--- config.mk ---
export PLATFORM = sky130hd
export DESIGN_NAME = can_bit_destuff_crc_flat
export DESIGN_NICKNAME = d
export VERILOG_FILES = /design/src/rtl/can_bit_destuff_crc_if.sv /design/src/rtl/can_bit_destuff_crc.sv /design/src/flat_wrapper.sv
export SDC_FILE = /design/constraint.sdc
export NUM_CORES = 1
export LEC_CHECK = 0
export BUFFER_PORTS_ARGS = -buffer_cell sky130_fd_sc_hd__clkbuf_2
export CAP_MARGIN = 20
export CELL_PAD_IN_SITES_DETAIL_PLACEMENT = 2
export CELL_PAD_IN_SITES_GLOBAL_PLACEMENT = 2
export CORE_MARGIN = 3
export CORE_UTILIZATION = 29
export CTS_BUF_LIST = sky130_fd_sc_hd__clkbuf_4 sky130_fd_sc_hd__clkbuf_8
export DETAILED_ROUTE_END_ITERATION = 12
export PLACE_DENSITY_LB_ADDON = 0.1
export SLEW_MARGIN = 10
export SYNTH_ARGS = -nofsm -noshare
export SYNTH_HDL_FRONTEND = slang
export SYNTH_SLANG_ARGS = --single-unit
--- constraint.sdc ---
create_clock -name clk -period 1.45 [get_ports clk]
set_input_delay 0.2175 -clock clk [delete_from_list [all_inputs] [get_ports clk]]
set_output_delay 0.2175 -clock clk [all_outputs]
set_load 0.005 [all_outputs]
--- src/rtl/can_bit_destuff_crc_if.sv ---
// Bit-stream bundle between the CAN bit timing block / frame controller and the destuff+CRC stage.
// master drives sample and control strobes; slave returns delivered bits, stuff events and CRC.
interface can_bit_destuff_crc_if;
  logic        sample_point;
  logic        sampled_bit;
  logic        destuff_en;
  logic        crc_en;
  logic        crc_init;
  logic        go_error_frame;
  logic        bit_valid;
  logic        bit_out;
  logic        stuff_bit;
  logic        stuff_err;
  logic [14:0] crc_reg;
  logic        crc_zero;

  modport master (
    output sample_point, sampled_bit, destuff_en, crc_en, crc_init, go_error_frame,
    input  bit_valid, bit_out, stuff_bit, stuff_err, crc_reg, crc_zero
  );

  modport slave (
    input  sample_point, sampled_bit, destuff_en, crc_en, crc_init, go_error_frame,
    output bit_valid, bit_out, stuff_bit, stuff_err, crc_reg, crc_zero
  );
endinterface

--- src/rtl/can_bit_destuff_crc.sv ---
// CAN receive destuffer with stuff-error detection and CRC-15 over delivered bits.
// Bit/stuff/error pulses 1 cycle after sample_point; CRC 2 cycles after; no backpressure, one sample per cycle.
module can_bit_destuff_crc #(
  parameter logic [14:0] CRC_POLY = 15'h4599
) (
  input logic                    clk,
  input logic                    rst_n,
  can_bit_destuff_crc_if.slave   rx_io
);

  typedef enum logic [1:0] {PASS, COUNT, ERROR} state_t;

  state_t      state_q;
  logic [2:0]  run_cnt_q;
  logic        last_bit_q;
  logic        bit_valid_q;
  logic        bit_out_q;
  logic        stuff_bit_q;
  logic        stuff_err_q;
  logic [14:0] crc_q;
  logic [14:0] crc_d;
  logic        crcnxt;

  // go_error_frame freezes the CRC, crc_init clears it, otherwise delivered bits shift in.
  always_comb begin
    crcnxt = bit_out_q ^ crc_q[14];
    crc_d  = crc_q;
    if (!rx_io.go_error_frame) begin
      if (rx_io.crc_init)
        crc_d = '0;
      else if (bit_valid_q && rx_io.crc_en)
        crc_d = {crc_q[13:0], 1'b0} ^ (crcnxt ? CRC_POLY : 15'd0);
    end
  end

  always_ff @(posedge clk) begin
    if (!rst_n) begin
      state_q     <= PASS;
      run_cnt_q   <= 3'd0;
      last_bit_q  <= 1'b1;
      bit_valid_q <= 1'b0;
      bit_out_q   <= 1'b1;
      stuff_bit_q <= 1'b0;
      stuff_err_q <= 1'b0;
      crc_q       <= '0;
    end else begin
      crc_q       <= crc_d;
      bit_valid_q <= 1'b0;
      stuff_bit_q <= 1'b0;
      stuff_err_q <= 1'b0;
      if (rx_io.go_error_frame || rx_io.crc_init) begin
        run_cnt_q  <= 3'd0;
        last_bit_q <= 1'b1;
        state_q    <= rx_io.destuff_en ? COUNT : PASS;
      end else if (rx_io.sample_point && state_q != ERROR) begin
        if (!rx_io.destuff_en) begin
          state_q     <= PASS;
          run_cnt_q   <= 3'd0;
          bit_valid_q <= 1'b1;
          bit_out_q   <= rx_io.sampled_bit;
        end else begin
          // A PASS-state sample with destuff_en high is the first counted bit.
          state_q <= COUNT;
          if (run_cnt_q == 3'd5) begin
            if (rx_io.sampled_bit != last_bit_q) begin
              stuff_bit_q <= 1'b1;
              last_bit_q  <= rx_io.sampled_bit;
              run_cnt_q   <= 3'd1;
            end else begin
              stuff_err_q <= 1'b1;
              state_q     <= ERROR;
            end
          end else begin
            bit_valid_q <= 1'b1;
            bit_out_q   <= rx_io.sampled_bit;
            last_bit_q  <= rx_io.sampled_bit;
            run_cnt_q   <= (run_cnt_q != 3'd0 && rx_io.sampled_bit == last_bit_q) ?
                           run_cnt_q + 3'd1 : 3'd1;
          end
        end
      end else if (state_q == PASS && rx_io.destuff_en) begin
        state_q <= COUNT;
      end
    end
  end

  assign rx_io.bit_valid = bit_valid_q;
  assign rx_io.bit_out   = bit_out_q;
  assign rx_io.stuff_bit = stuff_bit_q;
  assign rx_io.stuff_err = stuff_err_q;
  assign rx_io.crc_reg   = crc_q;
  assign rx_io.crc_zero  = (crc_q == 15'd0);

endmodule

--- src/flat_wrapper.sv ---
// flat-port wrapper written by rule: the top's interface ports become plain ports
module can_bit_destuff_crc_flat 
#(
  parameter logic [14:0] CRC_POLY = 15'h4599
)
  (clk, rst_n, rx_io_sample_point, rx_io_sampled_bit, rx_io_destuff_en, rx_io_crc_en, rx_io_crc_init, rx_io_go_error_frame, rx_io_bit_valid, rx_io_bit_out, rx_io_stuff_bit, rx_io_stuff_err, rx_io_crc_reg, rx_io_crc_zero);
  can_bit_destuff_crc_if rx_io_i ();
  input logic clk;
  input logic rst_n;
  input wire logic [$bits(rx_io_i.sample_point)-1:0] rx_io_sample_point;
  input wire logic [$bits(rx_io_i.sampled_bit)-1:0] rx_io_sampled_bit;
  input wire logic [$bits(rx_io_i.destuff_en)-1:0] rx_io_destuff_en;
  input wire logic [$bits(rx_io_i.crc_en)-1:0] rx_io_crc_en;
  input wire logic [$bits(rx_io_i.crc_init)-1:0] rx_io_crc_init;
  input wire logic [$bits(rx_io_i.go_error_frame)-1:0] rx_io_go_error_frame;
  output wire logic [$bits(rx_io_i.bit_valid)-1:0] rx_io_bit_valid;
  output wire logic [$bits(rx_io_i.bit_out)-1:0] rx_io_bit_out;
  output wire logic [$bits(rx_io_i.stuff_bit)-1:0] rx_io_stuff_bit;
  output wire logic [$bits(rx_io_i.stuff_err)-1:0] rx_io_stuff_err;
  output wire logic [$bits(rx_io_i.crc_reg)-1:0] rx_io_crc_reg;
  output wire logic [$bits(rx_io_i.crc_zero)-1:0] rx_io_crc_zero;
  assign rx_io_i.sample_point = rx_io_sample_point;
  assign rx_io_i.sampled_bit = rx_io_sampled_bit;
  assign rx_io_i.destuff_en = rx_io_destuff_en;
  assign rx_io_i.crc_en = rx_io_crc_en;
  assign rx_io_i.crc_init = rx_io_crc_init;
  assign rx_io_i.go_error_frame = rx_io_go_error_frame;
  assign rx_io_bit_valid = rx_io_i.bit_valid;
  assign rx_io_bit_out = rx_io_i.bit_out;
  assign rx_io_stuff_bit = rx_io_i.stuff_bit;
  assign rx_io_stuff_err = rx_io_i.stuff_err;
  assign rx_io_crc_reg = rx_io_i.crc_reg;
  assign rx_io_crc_zero = rx_io_i.crc_zero;
  can_bit_destuff_crc #(.CRC_POLY(CRC_POLY)) u_core (.clk(clk), .rst_n(rst_n), .rx_io(rx_io_i));
endmodule
# --- Word level (Yosys, flattened, before mapping) ---
# Index checks and enable logic that the tools add are counted.
totals:
  output_inout_bits: 20
  elab_cells: 63
  n_memories: 0
  latch_bits: 0
  ff_bits: 25
  mem_bits_ro: 0
  input_bits: 8
  ram_bits: 0
op_classes:
  bitwise: 8
  n_mul: 0
  magnitude_cmp: 0
  n_addsub: 1
  shift: 0
  n_mux: 22
  n_eq_ne: 7
  reduce_logical: 17
  div: 0
op_table:
  columns: ["cell", "count"]
  rows:
  - ["$mux 15", 3]
  - ["$logic_not 15->1", 1]
  - ["$xor 15x15->15", 1]
  - ["$mux 2", 6]
  - ["$mux 3", 4]
  - ["$mux 1", 9]
  - ["$ne 2x2->1 const B", 3]
  - ["$not 1->1", 6]
  - ["$reduce_and 3->1", 2]
  - ["$reduce_bool 3->1", 2]
  - ["$reduce_or 5->1", 1]
  - ["$logic_and 1x1->1", 4]
  - ["$reduce_and 2->1", 2]
  - ["$add 3x1->3 const B", 1]
  - ["$eq 3x3->1 const B", 1]
  - ["$ne 3x3->1 const B", 1]
  - ["$reduce_or 3->1", 1]
  - ["$logic_not 2->1", 1]
  - ["$reduce_bool 2->1", 1]
  - ["$reduce_or 2->1", 1]
  - ["$eq 1x1->1", 1]
  - ["$logic_or 1x1->1", 1]
  - ["$ne 1x1->1", 1]
  - ["$xor 1x1->1", 1]

# --- Longest topological paths before layout ---
# Gate-level depths: netlist of the first run.
logic_depth:
  depth_word: 6
  ltp_mapped: 6
  depth_no_buf: 6

# --- Least setup slack after synthesis of the first run ---
# No wires, ideal clock.
synth_path:
  path_kind: "flip-flop to flip-flop"
  from: "register u_core.run_cnt_q[1]"
  to: "register u_core.run_cnt_q[1]"
  synth_period_minus_slack_ns: 1.494
  setup_slack_ns: -0.044
  n_path_buf: 0
  arrival_ns: 1.426
  required_time_ns: 1.382
  setup_ns: 0.068
  path_stages_with_launch: 7
  cell_sequence: "dfxtp_1 > inv_1 > ha_1 > nand3_1 > nor2_1 > or4_4 > a21oi_2"
synth_via:
  elab_chain_len: 5
  word_cells_on_any_way: 9
  cone_classes: "add/sub: 1; eq/ne: 2; mux: 3; reduce/logical: 3"
synth_lines:
  columns: ["item", "line", "source"]
  rows:
  - ["start: declaration", "can_bit_destuff_crc.sv:14", "logic [2:0] run_cnt_q;"]
  - ["start signal: assignment", "can_bit_destuff_crc.sv:77", "run_cnt_q <= (run_cnt_q != 3'd0 && rx_io.sampled_bit == last_bit_q) ?"]
  - ["branches (longest 5 deep; another with $add 3x1->3)", null, null]
# Parallel ways; which one is timed is not known.
# A chain may end at the register's enable or synchronous reset.

# --- Worst setup path in the final report of the first run ---
layout_path:
  from: "register u_core.run_cnt_q[0]"
  to: "register u_core.run_cnt_q[1]"
# The elaborated chain is that of the path after synthesis.

==> metrics.cfg, run 1 <==
[status]
status=finished with violations
violations=setup timing

[placed_design]
port_buffers=27
dpl.cell_count=212
hpwlAfterDp_um=2740
gp_congestion=0.843
post-place-ws_ns=-0.0910

[worst_hold_path]
hold_path_end=u_core.rx_io.bit_out
hold_start=rx_io_sampled_bit
hold_class=input pin to register
min_path_cells=3

[route]
dr.pass1.iters=4
drc_errors=0
drt_iter0_drc=71
via_per_inst=5.14
vias=1140
postRouteAntennaNets=0
wl_per_cell_um=16.8
wirelength_um=3740

[critical_path]
crit_fanout=4
r2r_end=u_core.run_cnt_q[1]
path_cells=buf_12 > ha_4 > nand3_2 > nor2_2 > or4_4 > a21oi_2
crit_type=register to register
cpMaxStageDelayCell=or4_4
cp.required_ns=1.65
rrSetupSlack_ns=-0.02
arrival_ns=1.66
cp_slowest_stage_delay_ns=0.48
cp-start-kind=register
endpoint_kind=register
r2r_start=u_core.run_cnt_q[0]
cp-startpoint=u_core.run_cnt_q[0]
worstRegToRegCells=6

[clocking]
path_clk_slew_ns=0.09
cts_tree=built
cts-root-buf=clkbuf_8
cts_inserted_buffers=3
clk_latency_ns=0.26
clock_sinks=25
h-tree-depth=1
hold_buffers=0
clock_tree.buffer_depth=2

[layout]
drive_gt1_frac=0.448
stdcell_count=222
largest_register_ffs=15
nets=186
n_antenna_cell=0
areaGrowthSynthToFinish_pct=43.0
n_fill_cell=413

[synth]
syn_inst=128
yosysWarnings=0
netlist_area_um2=1170
ys_ff_latch=25
synth_area_leader_cell=dfxtp_1
synth.avg_cell_area_um2=9.16
yosys-top-cells-count=dfxtp_1 (25), a22oi_1 (15), nor2b_1 (15)
synth_top_cells_by_area=dfxtp_1 (43%), a22oi_1 (9.6%), nor2b_1 (8.0%), xor2_1 (4.5%), a21oi_1 (3.4%)
ys_seq_area_frac=0.427
syn_nets=139
synth_top_area_frac=0.427
synthFlopType=dfxtp_1
synth_edf_count=0
ys_types=31
async_reset_ff_frac=0
synth_most_common_cell=dfxtp_1

[power_and_ir_drop]
internal-power_uw=936
switching_share=0.243
p_clk_frac=0.340
pwr-share-comb=0.100
p_per_area_nw_per_um2=737
p_switching_uw=300
pwr-share-seq=0.561
total_power_mw=1.24
p_leak_nw=0.650
irDropWorstVdd_mv=0.281

[grt]
track_usage=0.160
grt-ovfl-total=0
antenna_found_initial=0
grt_max_degree=19
grt_pass1_wl_um=6280
grt_pass1_vias=1289

[timing]
skew_ns=0.00259
period_share=1.01
finalSetupViolations=1
fin_crit_ns=1.47
tightest_slew_ns=0.349
hold_viol=0
setup_ws_ns=-0.0153
drv_slew=0
maxSlewHeadroom=0.764
maxClockFrequency_ghz=0.682
rsz0062_at_grt=true

[die]
die_area_um2=4840
die_y_um=69.6
die_w_um=69.6
num_rows=22
io_pins=28
start_util=0.311
core_um2=3770

[job]
max-cap-violations=0

==> area by class of cell <==
type,instances,area [um2],area share
multi-input combinational,95,738,0.440
sequential,25,517,0.308
timing repair buffer,48,305,0.182
tap,48,60.1,0.0358
clock buffer,3,41.3,0.0246
inverter,2,10.0,0.00597
clock inverter,1,5.00,0.00299
==> cell usage in the layout (no fill, tap or decap), types with 5 or more instances in the layout <==
cell type  Yosys  final
nand2_1        6      5
clkbuf_2       0     26
nor2_1         6      5
nand3_1        6      5
dfxtp_1       25     18
a21oi_1        8      6
a22oi_1       15     15
nor2b_1       15     15
xor2_1         6      5
buf_4          0     20
==> what timing repair did <==
item                                    in CTS  in global routing
endpoints found under the setup margin       2                  5
hold endpoints to repair                     0                  0
resized for setup                           21                  8
setup buffers                                6                  0
pin swaps                                   11                  6
==> stage by stage <==
step,setup TNS [ns],util,hold WS [ns],area [um2]
2_1_floorplan,0,-,0.343,1180
3_3_place_gp,-0.0169,0.389,0.465,1470
3_5_place_dp,-0.0910,0.389,0.479,1470
4_1_cts,-0.00250,0.437,0.250,1650
5_1_grt,-0.199,0.445,0.307,1680
6_report,-0.0153,0.445,0.277,1680
==> logic make-up (layout without fill, tap and decap cells) <==
group / Yosys count / after routing / share of synthesized area
DFF: 25 / 25 / 0.427
adders and majority gates: 3 / 3 / 0.0320
muxes: 2 / 2 / 0.0171
xor gates and xnor gates: 9 / 9 / 0.0736
buffers and inverters: 8 / 54 / 0.0277
and+or+nand+nor: 51 / 51 / 0.253
AOI/OAI and AO/OA: 30 / 30 / 0.170
==> layer usage <==
layer	vias to the layer above	GRT usage	routed length, um
met5	-	0	0
met4	0	0.0369	56
met3	4	0.0232	102
met2	16	0.319	2120
met1	570	0.174	1460
li1	550	-	-
==> worst max path at each step <==
stage                                endpoint  slack, ns  depth (start not counted)
after floorplan           u_core.run_cnt_q[1]      0.006                          6
after detailed placement  u_core.run_cnt_q[1]      -0.09                          6
after global placement    u_core.run_cnt_q[1]      -0.02                          6
final                     u_core.run_cnt_q[1]      -0.02                          6
after CTS                 u_core.run_cnt_q[1]     -0.001                          6
after global routing      u_core.run_cnt_q[2]      -0.06                          6
==> critical path, delay by kind of cell, from the launching register on <==
| family | cells | cell delay (ns) |
|---|---|---|
| buffers and inverters | 1 | 0.12 |
| AO/OA/AOI/OAI | 1 | 0.12 |
| AND/OR/NAND/NOR | 3 | 0.62 |
| flip-flops | 1 | 0.37 |
| adder cells (fa/ha/maj) | 1 | 0.17 |
==> power groups by stage <==
stage / sequential (mW) / clock (mW) / combinational, mW
floorplan: 0.713 / 0 / 0.0564
global placement: 0.713 / 0 / 0.106
detailed placement: 0.714 / 0 / 0.111
CTS: 0.693 / 0.433 / 0.120
global route: 0.694 / 0.465 / 0.136
finish: 0.693 / 0.419 / 0.123
No activity file was read; power rests on OpenSTA's default activity.
==> inputs of run 2 (changes only) <==
CORE_MARGIN = 2   (was 3)
SETUP_SLACK_MARGIN = 0.02   (was default)
SKIP_LAST_GASP = 1   (was default)
==> run 2 against run 1 <==
  * The flow still finishes with violations (setup timing)
  * Critical path depth is 3 lower
  * Via count is 3.2% lower
  * Clock power is 8.6% higher
  * Worst setup slack better by 0.0080 ns
  * Power is 2.7% higher
  * Sequential share of layout area is 0.57 points higher
  * Combinational power is 4% lower
  * First-iteration DRC count is 46% lower
  * Non-clock buffer count is 4 lower
  * Die area is 5.7% lower
  * Final area is 2.5% lower
  * Maximum frequency is 0.55% higher
==> metrics.cfg, run 2 (same netlist as run 1, synthesis figures left out) <==
[route]
vias=1103  ; was 1140
wl_per_cell_um=16.7  ; was 16.8 um
dr.pass1.iters=3  ; was 4
postRouteAntennaNets=0  ; unchanged
topRoutingLayerUsed=met4  ; unchanged
drt_iter0_drc=38  ; was 71
met1_length_um=1720  ; was 1460 um
drc_errors=0  ; unchanged
wl_met3_um=102  ; unchanged
wirelength_um=3660  ; was 3740 um
via_per_inst=5.01  ; was 5.14
dr_wl_met2_um=1820  ; was 2120 um

[layout]
areaGrowthSynthToFinish_pct=39.4  ; was 43.0%
mostFrequentLayoutCell=clkbuf_2  ; unchanged
n_fill_cell=437  ; was 413
n_antenna_cell=0  ; unchanged
drive_gt1_frac=0.418  ; was 0.448
largest_register_ffs=15  ; unchanged
layout_common_cells=clkbuf_2 (27), dfxtp_1 (19), buf_4 (16), a22oi_1 (15), nor2b_1 (15)  ; was clkbuf_2 (26), buf_4 (20), dfxtp_1 (18), a22oi_1 (15), nor2b_1 (15)
design_area_um2=1630  ; was 1680 um2
nets=182  ; was 186

[timing]
period_share=1.01  ; about the same
hold_viol=0  ; unchanged
skew_ns=0.00653  ; was 0.00259 ns
drv_slew=0  ; unchanged
finalSetupViolations=1  ; unchanged
fin_crit_ns=1.46  ; was 1.47 ns
setup_ws_ns=-0.00730  ; was -0.0153 ns
setup-tns-final_ns=-0.00730  ; was -0.0153 ns
maxSlewHeadroom=0.760  ; was 0.764
tightest_slew_ns=0.355  ; was 0.349 ns
maxClockFrequency_ghz=0.686  ; was 0.682 GHz
rsz0062_at_grt=true  ; unchanged

[power_and_ir_drop]
pwr-share-seq=0.548  ; was 0.561
p_clk_frac=0.359  ; was 0.340
total_power_mw=1.27  ; was 1.24 mW
pwr-share-comb=0.093  ; was 0.100
p_switching_uw=313  ; was 300 uW
p_per_area_nw_per_um2=776  ; was 737 nW/um2
internal-power_uw=956  ; was 936 uW
irDropWorstVdd_mv=0.399  ; was 0.281 mV
p_leak_nw=0.626  ; was 0.650 nW
switching_share=0.247  ; was 0.243

[clocking]
clock_tree.buffer_depth=2  ; unchanged
h-tree-depth=1  ; unchanged
path_clk_slew_ns=0.10  ; was 0.09 ns
hold_buffers=0  ; unchanged
cts_inserted_buffers=3  ; unchanged
clk_latency_ns=0.27  ; was 0.26 ns
cts_tree=built  ; unchanged
cts-root-buf=clkbuf_8  ; unchanged
clock_sinks=25  ; unchanged

[grt]
grt_pass1_vias=1219  ; was 1289
antenna_found_initial=0  ; unchanged
grt-ovfl-total=0  ; unchanged
grt_max_degree=19  ; unchanged
grt_pass1_wl_um=6040  ; was 6280 um
track_usage=0.181  ; was 0.160

[die]
core_um2=3940  ; was 3770 um2
start_util=0.297  ; was 0.311
num_rows=23  ; was 22
die_w_um=67.6  ; was 69.6 um
die_y_um=67.6  ; was 69.6 um
io_pins=28  ; unchanged
die_area_um2=4570  ; was 4840 um2

[status]
status=finished with violations  ; unchanged
violations=setup timing  ; unchanged

[placed_design]
port_buffers=27  ; unchanged
hpwlAfterDp_um=2630  ; was 2740 um
gp_congestion=0.793  ; was 0.843
placed_area_um2=1460  ; was 1470 um2
post-place-ws_ns=-0.0520  ; was -0.0910 ns

[critical_path]
crit_fanout=2  ; was 4
endpoint_kind=primary output  ; was register
crit_type=register to primary output  ; was register to register
rrSetupSlack_ns=0.02  ; was -0.02 ns
arrival_ns=1.24  ; was 1.66 ns
cp.required_ns=1.23  ; was 1.65 ns
cp-start-kind=register  ; unchanged

[job]
max-cap-violations=0  ; unchanged

[worst_hold_path]
hold_class=input pin to register  ; unchanged

-- run 2: path summary, 6_finish.rpt --
kind,start,end,cells after the start
setup / recovery,u_core.rx_io.crc_reg[14],rx_io_crc_zero,3
hold / removal,rx_io_sampled_bit,u_core.rx_io.bit_out,3
setup reg to reg,u_core.run_cnt_q[0],u_core.run_cnt_q[1],5
hold reg to reg,u_core.state_q[1],u_core.state_q[1],2
-- run 2: per-layer routing --
layer  vias up  GRT usage
met1       544      0.234
met3         2     0.0267
met4         0     0.0536
met5         -          0
met2        16      0.308
li1        541          -
-- run 2: worst max-delay path: stages, from the launching register on --
cell      delay [ns]
dfxtp_4         0.37
nor4_4          0.28
and4_1          0.22
clkbuf_2        0.11
-- run 2: stage by stage --
| stage | std cells | hold slack, ns | utilization |
|---|---|---|---|
| 2_1_floorplan | 128 | 0.343 | - |
| 3_3_place_gp | 212 | 0.468 | 0.370 |
| 3_5_place_dp | 212 | 0.476 | 0.370 |
| 4_1_cts | 220 | 0.258 | 0.411 |
| 5_1_grt | 220 | 0.278 | 0.414 |
| 6_report | 220 | 0.254 | 0.414 |
-- run 2: repair_timing --
action	in CTS	in global routing
pin swaps	8	7
setup buffers	4	0
setup endpoints to repair	3	5
gates resized for setup	21	3
-- run 2: power groups by stage --
stage / Clock, mW / Sequential (mW) / Combinational [mW]
floorplan: 0 / 0.713 / 0.0565
global placement: 0 / 0.713 / 0.107
global route: 0.503 / 0.696 / 0.131
CTS: 0.461 / 0.695 / 0.118
detailed placement: 0 / 0.714 / 0.112
finish: 0.455 / 0.695 / 0.118
-- run 2: final cells by class --
class                      count  area (um2)  share of cell area
clock buffer                   4        48.8              0.0299
inverter                       2        10.0             0.00613
multi-input combinational     95         733               0.449
sequential                    25         513               0.314
tap                           50        62.6              0.0383
timing repair buffer          44         267               0.163
